File: config.mk
export PLATFORM = sky130hd
export DESIGN_NAME = reaction_timer
export DESIGN_NICKNAME = d
export VERILOG_FILES = /design/src/rtl/reaction_timer.sv
export SDC_FILE = /design/constraint.sdc
export NUM_CORES = 1
export LEC_CHECK = 0
export ABC_CLOCK_PERIOD_IN_PS = 5700
export CAP_MARGIN = 20
export CORE_MARGIN = 2
export CORE_UTILIZATION = 34
export CTS_CLUSTER_DIAMETER = 100
export CTS_CLUSTER_SIZE = 8
export DETAILED_ROUTE_END_ITERATION = 8
export GPL_TIMING_DRIVEN = 0
export PLACE_DENSITY = 0.51
export SYNTH_ARGS = -nofsm -noshare
export SYNTH_HDL_FRONTEND = slang
export SYNTH_SLANG_ARGS = --single-unit
File: constraint.sdc
create_clock -name iCLK -period 5.7 [get_ports iCLK]
set_input_delay 0.57 -clock iCLK [delete_from_list [all_inputs] [get_ports iCLK]]
set_output_delay 0.57 -clock iCLK [all_outputs]
set_load 0.01 [all_outputs]
File: src/rtl/reaction_timer.sv
// reaction_timer: round FSM measuring press latency in ms after GO; REACTION_BEST_TIME_EN adds best-score output oBEST
module reaction_timer #(
    parameter int CLK_PER_MS = 50_000,
    parameter int TIMEOUT_MS = 9999,
    parameter int MS_W       = 14
) (
    input  logic            iCLK,
    input  logic            iRST,
    input  logic            iSTART,
    input  logic            iBTN,
    input  logic            iDONE,
    output logic            oEN,
    output logic            oLED,
    output logic [MS_W-1:0] oMS,
    output logic            oVALID,
    output logic            oFALSE,
`ifdef REACTION_BEST_TIME_EN
    output logic [MS_W-1:0] oBEST,
`endif
    output logic            oTIMEOUT
);
    localparam int PW = (CLK_PER_MS > 1) ? $clog2(CLK_PER_MS) : 1;
    localparam logic [PW-1:0]   P_LAST = PW'(CLK_PER_MS - 1);
    localparam logic [MS_W-1:0] MS_TO  = MS_W'(TIMEOUT_MS);

    typedef enum logic [1:0] {IDLE, ARMED, GO, RESULT} state_t;

    state_t          state_q, state_d;
    logic [PW-1:0]   presc_q, presc_d;
    logic [MS_W-1:0] cnt_q, cnt_d, ms_q, ms_d, best_q, best_d;
    logic            en_q, en_d, led_q, led_d, valid_q, valid_d;
    logic            false_q, false_d, to_q, to_d;

    always_ff @(posedge iCLK) begin
        if (iRST) begin
            state_q <= IDLE;
            presc_q <= '0;
            cnt_q   <= '0;
            ms_q    <= '0;
            best_q  <= '1;
            en_q    <= 1'b0;
            led_q   <= 1'b0;
            valid_q <= 1'b0;
            false_q <= 1'b0;
            to_q    <= 1'b0;
        end else begin
            state_q <= state_d;
            presc_q <= presc_d;
            cnt_q   <= cnt_d;
            ms_q    <= ms_d;
            best_q  <= best_d;
            en_q    <= en_d;
            led_q   <= led_d;
            valid_q <= valid_d;
            false_q <= false_d;
            to_q    <= to_d;
        end
    end

    always_comb begin
        state_d = state_q;
        presc_d = presc_q;
        cnt_d   = cnt_q;
        ms_d    = ms_q;
        best_d  = best_q;
        en_d    = 1'b0;
        led_d   = led_q;
        valid_d = 1'b0;
        false_d = false_q;
        to_d    = to_q;
        case (state_q)
            IDLE, RESULT: if (iSTART) begin
                state_d = ARMED;
                en_d    = 1'b1;
                false_d = 1'b0;
                to_d    = 1'b0;
            end
            ARMED: if (iBTN) begin
                state_d = RESULT;
                false_d = 1'b1;
                valid_d = 1'b1;
                ms_d    = '0;
            end else if (iDONE) begin
                state_d = GO;
                led_d   = 1'b1;
                presc_d = '0;
                cnt_d   = '0;
            end
            GO: begin
                presc_d = (presc_q == P_LAST) ? '0 : presc_q + 1'b1;
                cnt_d   = (presc_q == P_LAST && cnt_q < MS_TO) ? cnt_q + 1'b1 : cnt_q;
                if (iBTN) begin
                    state_d = RESULT;
                    ms_d    = cnt_q;
                    valid_d = 1'b1;
                    led_d   = 1'b0;
                    best_d  = (cnt_q < best_q) ? cnt_q : best_q;
                end else if (cnt_q == MS_TO) begin
                    state_d = RESULT;
                    ms_d    = MS_TO;
                    to_d    = 1'b1;
                    valid_d = 1'b1;
                    led_d   = 1'b0;
                end
            end
            default: state_d = IDLE;
        endcase
    end

    assign oEN      = en_q;
    assign oLED     = led_q;
    assign oMS      = ms_q;
    assign oVALID   = valid_q;
    assign oFALSE   = false_q;
    assign oTIMEOUT = to_q;
`ifdef REACTION_BEST_TIME_EN
    assign oBEST    = best_q;
`else
    logic unused_best;
    assign unused_best = ^best_q;
`endif
endmodule

==> results of run 1 <==
-- per-layer routing --
| layer | wire length, µm | part of all wire | global-route usage | vias to the layer above |
|---|---|---|---|---|
| met5 | 0 | 0 | 0 | - |
| met4 | 93 | 0.014 | 0.0518 | 0 |
| met3 | 347 | 0.051 | 0.0299 | 8 |
| met2 | 2910 | 0.42 | 0.256 | 55 |
| met1 | 3520 | 0.51 | 0.254 | 1145 |
| li1 | - | - | - | 1188 |
-- state kept, by name (all words and copies together) (netlist names) --
signal / flops
oEN: 1
cnt_q: 14
presc_q: 16
oTIMEOUT: 1
oMS: 14
oVALID: 1
state_q: 2
oFALSE: 1
oLED: 1
-- through the flow --
| stage | hold WS [ps] | setup slack [ps] | util | cell area, µm² |
|---|---|---|---|---|
| 6_report | 486 | 3100 | 0.414 | 3030 |
| 5_1_grt | 511 | 2900 | 0.414 | 3030 |
| 4_1_cts | 490 | 3130 | 0.414 | 3030 |
| 3_5_place_dp | 467 | 2800 | 0.403 | 2950 |
| 3_3_place_gp | 461 | 2780 | 0.403 | 2950 |
| 2_1_floorplan | 466 | 3500 | - | 2610 |
-- kinds of logic (layout without fill, tap and decap cells) --
| logic type | after synthesis | after routing | synth area share |
|---|---|---|---|
| AOI/OAI and AO/OA | 79 | 79 | 0.210 |
| xor gates and xnor gates | 13 | 13 | 0.0436 |
| adders and majority gates | 4 | 4 | 0.0192 |
| buffers and inverters | 25 | 55 | 0.0388 |
| DFF | 51 | 51 | 0.391 |
| muxes | 1 | 1 | 0.00384 |
| and+or+nand+nor | 135 | 135 | 0.293 |
-- cell usage in the layout (no fill, tap or decap), types with 6 or more instances in the layout --
cell type | synthesis | routed
nor2_1 | 26 | 26
nor3_1 | 10 | 10
a22oi_1 | 8 | 8
clkbuf_1 | 15 | 17
a21oi_1 | 22 | 22
xnor2_1 | 10 | 10
a31oi_1 | 8 | 8
nand4_1 | 8 | 8
a22o_1 | 6 | 6
dfxtp_1 | 51 | 51
o21ai_0 | 11 | 11
clkdlybuf4s50_1 | 0 | 22
nand2_1 | 29 | 29
inv_1 | 7 | 7
nand3_1 | 16 | 16
-- cell usage after synthesis (2+ instances only) --
| cell type | n | area share |
|---|---|---|
| nand3_1 | 16 | 0.031 |
| o211ai_1 | 3 | 0.0086 |
| dfxtp_1 | 51 | 0.39 |
| a22oi_1 | 8 | 0.023 |
| a21o_1 | 3 | 0.0086 |
| nand4_1 | 8 | 0.019 |
| a31o_2 | 2 | 0.0067 |
| and4bb_2 | 2 | 0.0096 |
| nor3b_1 | 3 | 0.0086 |
| a22o_1 | 6 | 0.020 |
| inv_1 | 7 | 0.010 |
| and2_1 | 2 | 0.0048 |
| xor2_1 | 3 | 0.010 |
| clkbuf_1 | 15 | 0.022 |
| o311ai_0 | 2 | 0.0067 |
| or2_2 | 4 | 0.0096 |
| a31oi_1 | 8 | 0.019 |
| nor3_1 | 10 | 0.019 |
| or3_1 | 2 | 0.0048 |
| a211oi_1 | 3 | 0.0086 |
| o41ai_1 | 2 | 0.0067 |
| o2111ai_1 | 2 | 0.0067 |
| buf_1 | 2 | 0.0029 |
| nor2b_1 | 4 | 0.0096 |
| nor4b_1 | 2 | 0.0067 |
| a21oi_1 | 22 | 0.042 |
| and4_1 | 2 | 0.0067 |
| and3_1 | 3 | 0.0072 |
| nand2b_1 | 5 | 0.012 |
| ha_1 | 4 | 0.019 |
| and3b_1 | 2 | 0.0067 |
| or4_1 | 3 | 0.0086 |
| nand2_1 | 29 | 0.042 |
| nor2_1 | 26 | 0.037 |
| a2111oi_0 | 2 | 0.0067 |
| o21ai_0 | 11 | 0.021 |
| xnor2_1 | 10 | 0.034 |
| nand3b_1 | 3 | 0.0086 |
-- power by group --
group	total [mW]	switching [mW]	internal [mW]
Clock	0.208	0.121	0.0866
Combinational	0.233	0.160	0.0738
Sequential	0.383	0.0113	0.371
-- path summary, 6_finish.rpt --
check | endpoint | depth (start not counted)
setup / recovery | presc_q[8] | 7
hold / removal | oMS[6] | 1
setup reg to reg | presc_q[8] | 8
hold reg to reg | oMS[6] | 1
-- area by class of cell --
cell class / instances / area, µm² / share of cell area
multi-input cells: 232 / 1490 / 0.490
flip-flops and latches: 51 / 1020 / 0.336
repair buffers: 22 / 220 / 0.0726
well taps: 99 / 124 / 0.0408
clock buffers: 7 / 76.3 / 0.0252
plain buffers: 18 / 75.1 / 0.0247
inverters: 7 / 26.3 / 0.00866
clock inverters: 1 / 5.00 / 0.00165
==> flow_metrics.tcl, run 1 <==
set metrics [dict create \
    status "completed" \
    routed_wl_um 6870 \
    power_density_nw_per_um2 272 \
    grt_antenna_before_repair 0 \
    synth_flop_cell "dfxtp_1" \
    fmax_mhz 385 \
    cts_max_path_buffers 2 \
    worstHoldPathType "reg2reg" \
    path_buf_inv 2 \
    worst_pin_slew_ps 701 \
    max-cap-violations 0 \
    syn2layout_area_growth_pct 16.3 \
    viasPerCell 5.48 \
    period_share 0.456 \
    postRouteAntennaNets 0 \
    min-delay-start "oMS[6]" \
    die-area_um2 8390 \
    routabilityCongestion 0.795 \
    relSlewSlack 0.531 \
    io_buffers 22 \
    crit_start "iBTN" \
    p_leak_nw 0.965 \
    cp_top_family "buffers and inverters" \
    cts_sinks 51 \
    num_io_pins 24 \
    synth_nets 317 \
    irDropWorstVdd_v 0.000131 \
    rows 31 \
    synth_seq_cells 51 \
    cts_hold_buffers 0 \
    grt_pass1_wl_um 11700 \
    diodes 0 \
    drive_above_1_share 0.0710 \
    grt_use_total 0.173 \
    min_period_ps 2600 \
    synth_enable_flop_cells 0 \
    drc 0 \
    cp_common_cell "nor2_1" \
    crit_path_max_fanout 10 \
    drv_slew 0 \
    crit_path_max_incr_delay_ps 560 \
    cts_tree "done" \
    start_kind "primary input" \
    setup_viol 0 \
    r2r_start "state_q[0]" \
    grt_max_degree 15 \
    grt-ovfl-total 0 \
    fill_cells 759 \
    worstPathCellList "clkdlybuf4s50_1 > and3b_1 > nor2_1 > clkbuf_1 > nor3_1 > xnor2_1 > nor2_1" \
    nets 346 \
    initial_core_util 0.356 \
    skew_ps 8.29 \
    detail_route.wl_per_cell_um 15.7 \
    yosysSeqAreaShare 0.391 \
    ys_async_sr_fraction 0 \
    ctsResizeCount 0 \
    rsz0062_at_grt "false" \
    endpoint_kind "flip-flop" \
    arrival_ps 2790 \
    tns_ps 0 \
    firstDrtPassIters 4 \
    htreeDepth 2 \
    numCtsBuffers 5 \
    vias 2396 \
    place_inst 429 \
    core-area_um2 7330 \
    clk_pin_slew_ps 90 \
    critPathSlowestCell "nor2_1" \
    dp_hpwl_um 4920 \
    grt_pass1_vias 2254 \
    total_power_uw 824 \
    reg2reg_slack_ps 3190 \
    drt_iter0_drc 165 \
    syn_inst 308 \
    required_ps 5890 \
    syn_area_um2 2610 \
    yosysUniqueCellTypes 54 \
    postCtsSetupRepairBufs 0 \
    yosys_warnings 0 \
    finalHoldViolCount 0 \
    instances_no_fill 437 \
    dieWidth_um 91.6 \
    die_h_um 91.6 \
    syn-mean-instance-area_um2 8.47 \
    crit_type "in2reg" \
    clkLatencyLatePin_ps 310 \
    cts_root_buf "clkbuf_8" \
]
(Power assumes the default switching activity.)
==> run 2: changes to the inputs <==
--- a/config.mk
+++ b/config.mk
@@ -5,7 +5,7 @@
 export SDC_FILE = /design/constraint.sdc
 export NUM_CORES = 1
 export LEC_CHECK = 0
-export ABC_CLOCK_PERIOD_IN_PS = 5700
+export ABC_CLOCK_PERIOD_IN_PS = 2500
 export CAP_MARGIN = 20
 export CORE_MARGIN = 2
 export CORE_UTILIZATION = 34
==> constraint.sdc (replaced) <==
create_clock -name iCLK -period 2.5 [get_ports iCLK]
set_input_delay 0.25 -clock iCLK [delete_from_list [all_inputs] [get_ports iCLK]]
set_output_delay 0.25 -clock iCLK [all_outputs]
set_load 0.01 [all_outputs]
==> run 2 against run 1 <==
Sequential power rose by 130%; cell count fell by 0.46%; utilization rose by 0.20 points; setup slack got worse by 3000 ps; final area rose by 0.49%; wire length fell by 0.44%; clock power rose by 130%; first-iteration DRC count fell by 14%; largest power group unchanged.
==> flow_metrics.tcl, run 2 (synthesized netlist as in run 1, its figures left out) <==
set metrics [dict create \
    grt_max_degree 15 \
    drive_above_1_share 0.0893 \
    core-area_um2 7330 \
    syn2layout_area_growth_pct 16.9 \
    num_io_pins 24 \
    drc 0 \
    period_share 0.946 \
    ctsResizeCount 0 \
    dieWidth_um 91.6 \
    routabilityCongestion 0.795 \
    fin_area_um2 3050 \
    power_density_nw_per_um2 618 \
    max-cap-violations 0 \
    setup_ws_ps 135 \
    grt_use_total 0.173 \
    start_kind "flip-flop" \
    nets 344 \
    cts_hold_buffers 0 \
    crit_type "reg2reg" \
    setup_viol 0 \
    cts_sinks 51 \
    endpoint_kind "flip-flop" \
    drv_slew 0 \
    instances_no_fill 435 \
    cts_tree "done" \
    diodes 0 \
    grt_pass1_vias 2254 \
    irDropWorstVdd_v 0.000336 \
    fmax_mhz 423 \
    die_h_um 91.6 \
    final_cell_mix "dfxtp_1, nand2_1, nor2_1, a21oi_1, clkdlybuf4s50_1" \
    rsz0062_at_grt "false" \
    placed_cell_area_um2 2950 \
    cts_max_path_buffers 2 \
    htreeDepth 2 \
    place_ws_ps -78.4 \
    largest_register_ffs 16 \
    grt-ovfl-total 0 \
    rows 31 \
    firstDrtPassIters 4 \
    status "completed" \
    viasPerCell 5.49 \
    postCtsSetupRepairBufs 0 \
    place_inst 429 \
    worstHoldPathType "reg2reg" \
    cts_root_buf "clkbuf_8" \
    clk_pin_slew_ps 90 \
    finalHoldViolCount 0 \
    top_register "presc_q" \
    min_period_ps 2370 \
    relSlewSlack 0.585 \
    p_leak_nw 0.969 \
    reg2reg_slack_ps 130 \
    layout_commonest_cell "dfxtp_1" \
    dp_hpwl_um 4920 \
    numCtsBuffers 5 \
    die-area_um2 8390 \
    routed_wl_um 6840 \
    grt_antenna_before_repair 0 \
    worst_pin_slew_ps 616 \
    postRouteAntennaNets 0 \
    io_buffers 22 \
    arrival_ps 2550 \
    drt_iter0_drc 142 \
    required_ps 2680 \
    detail_route.wl_per_cell_um 15.7 \
    grt_pass1_wl_um 11700 \
    clkLatencyLatePin_ps 310 \
    vias 2390 \
    crit_path_max_fanout 10 \
    skew_ps 9.50 \
    initial_core_util 0.356 \
]
==> run 2: changes by cell type in the layout (fill, tap and decap cells not counted), sizes merged <==
cell,before,now
buf,3,2
clkbuf,22,21
==> run 2: path summary, 6_finish.rpt <==
kind,depth (start not counted),startpoint,end
max reg2reg,6,cnt_q[4],cnt_q[9]
min,1,oMS[6],oMS[6]
min reg2reg,1,oMS[6],oMS[6]
max,6,cnt_q[4],cnt_q[9]
==> run 2: power breakdown <==
part	internal (mW)	switching [mW]	total, mW
registers	0.848	0.0259	0.874
logic	0.170	0.367	0.537
clock network	0.197	0.276	0.473
total	1.22	0.668	1.88
==> run 2: per-stage QoR <==
stage / hold WS [ps] / power, mW / setup TNS, ps / utilization
floorplan: 409 / 1.24 / 0 / -
global placement: 461 / 1.42 / -242 / 0.403
detailed placement: 467 / 1.42 / -253 / 0.403
CTS: 490 / 1.90 / 0 / 0.414
global route: 511 / 2.01 / 0 / 0.416
finish: 485 / 1.88 / 0 / 0.416
==> run 2: worst max-delay path: stages (launching register included) <==
cell	delay (ps)
dfxtp_1	320
buf_6	130
or4_4	570
or3b_4	440
a2111oi_4	530
nand3b_1	170
a31oi_1	80
==> run 2: cell type report <==
| cell class | count | area [µm²] |
|---|---|---|
| buffer | 16 | 70.1 |
| clock buffer | 7 | 76.3 |
| clock inverter | 1 | 5.00 |
| fill | 753 | 4280 |
| inverter | 7 | 26.3 |
| multi-input combinational | 232 | 1510 |
| sequential | 51 | 1020 |
| tap | 99 | 124 |
| timing repair buffer | 22 | 220 |
==> run 2: layer usage <==
metal,global-route usage,wire length (µm)
met3,0.0299,303
met2,0.256,2960
met4,0.0518,93
met1,0.254,3480
met5,0,0
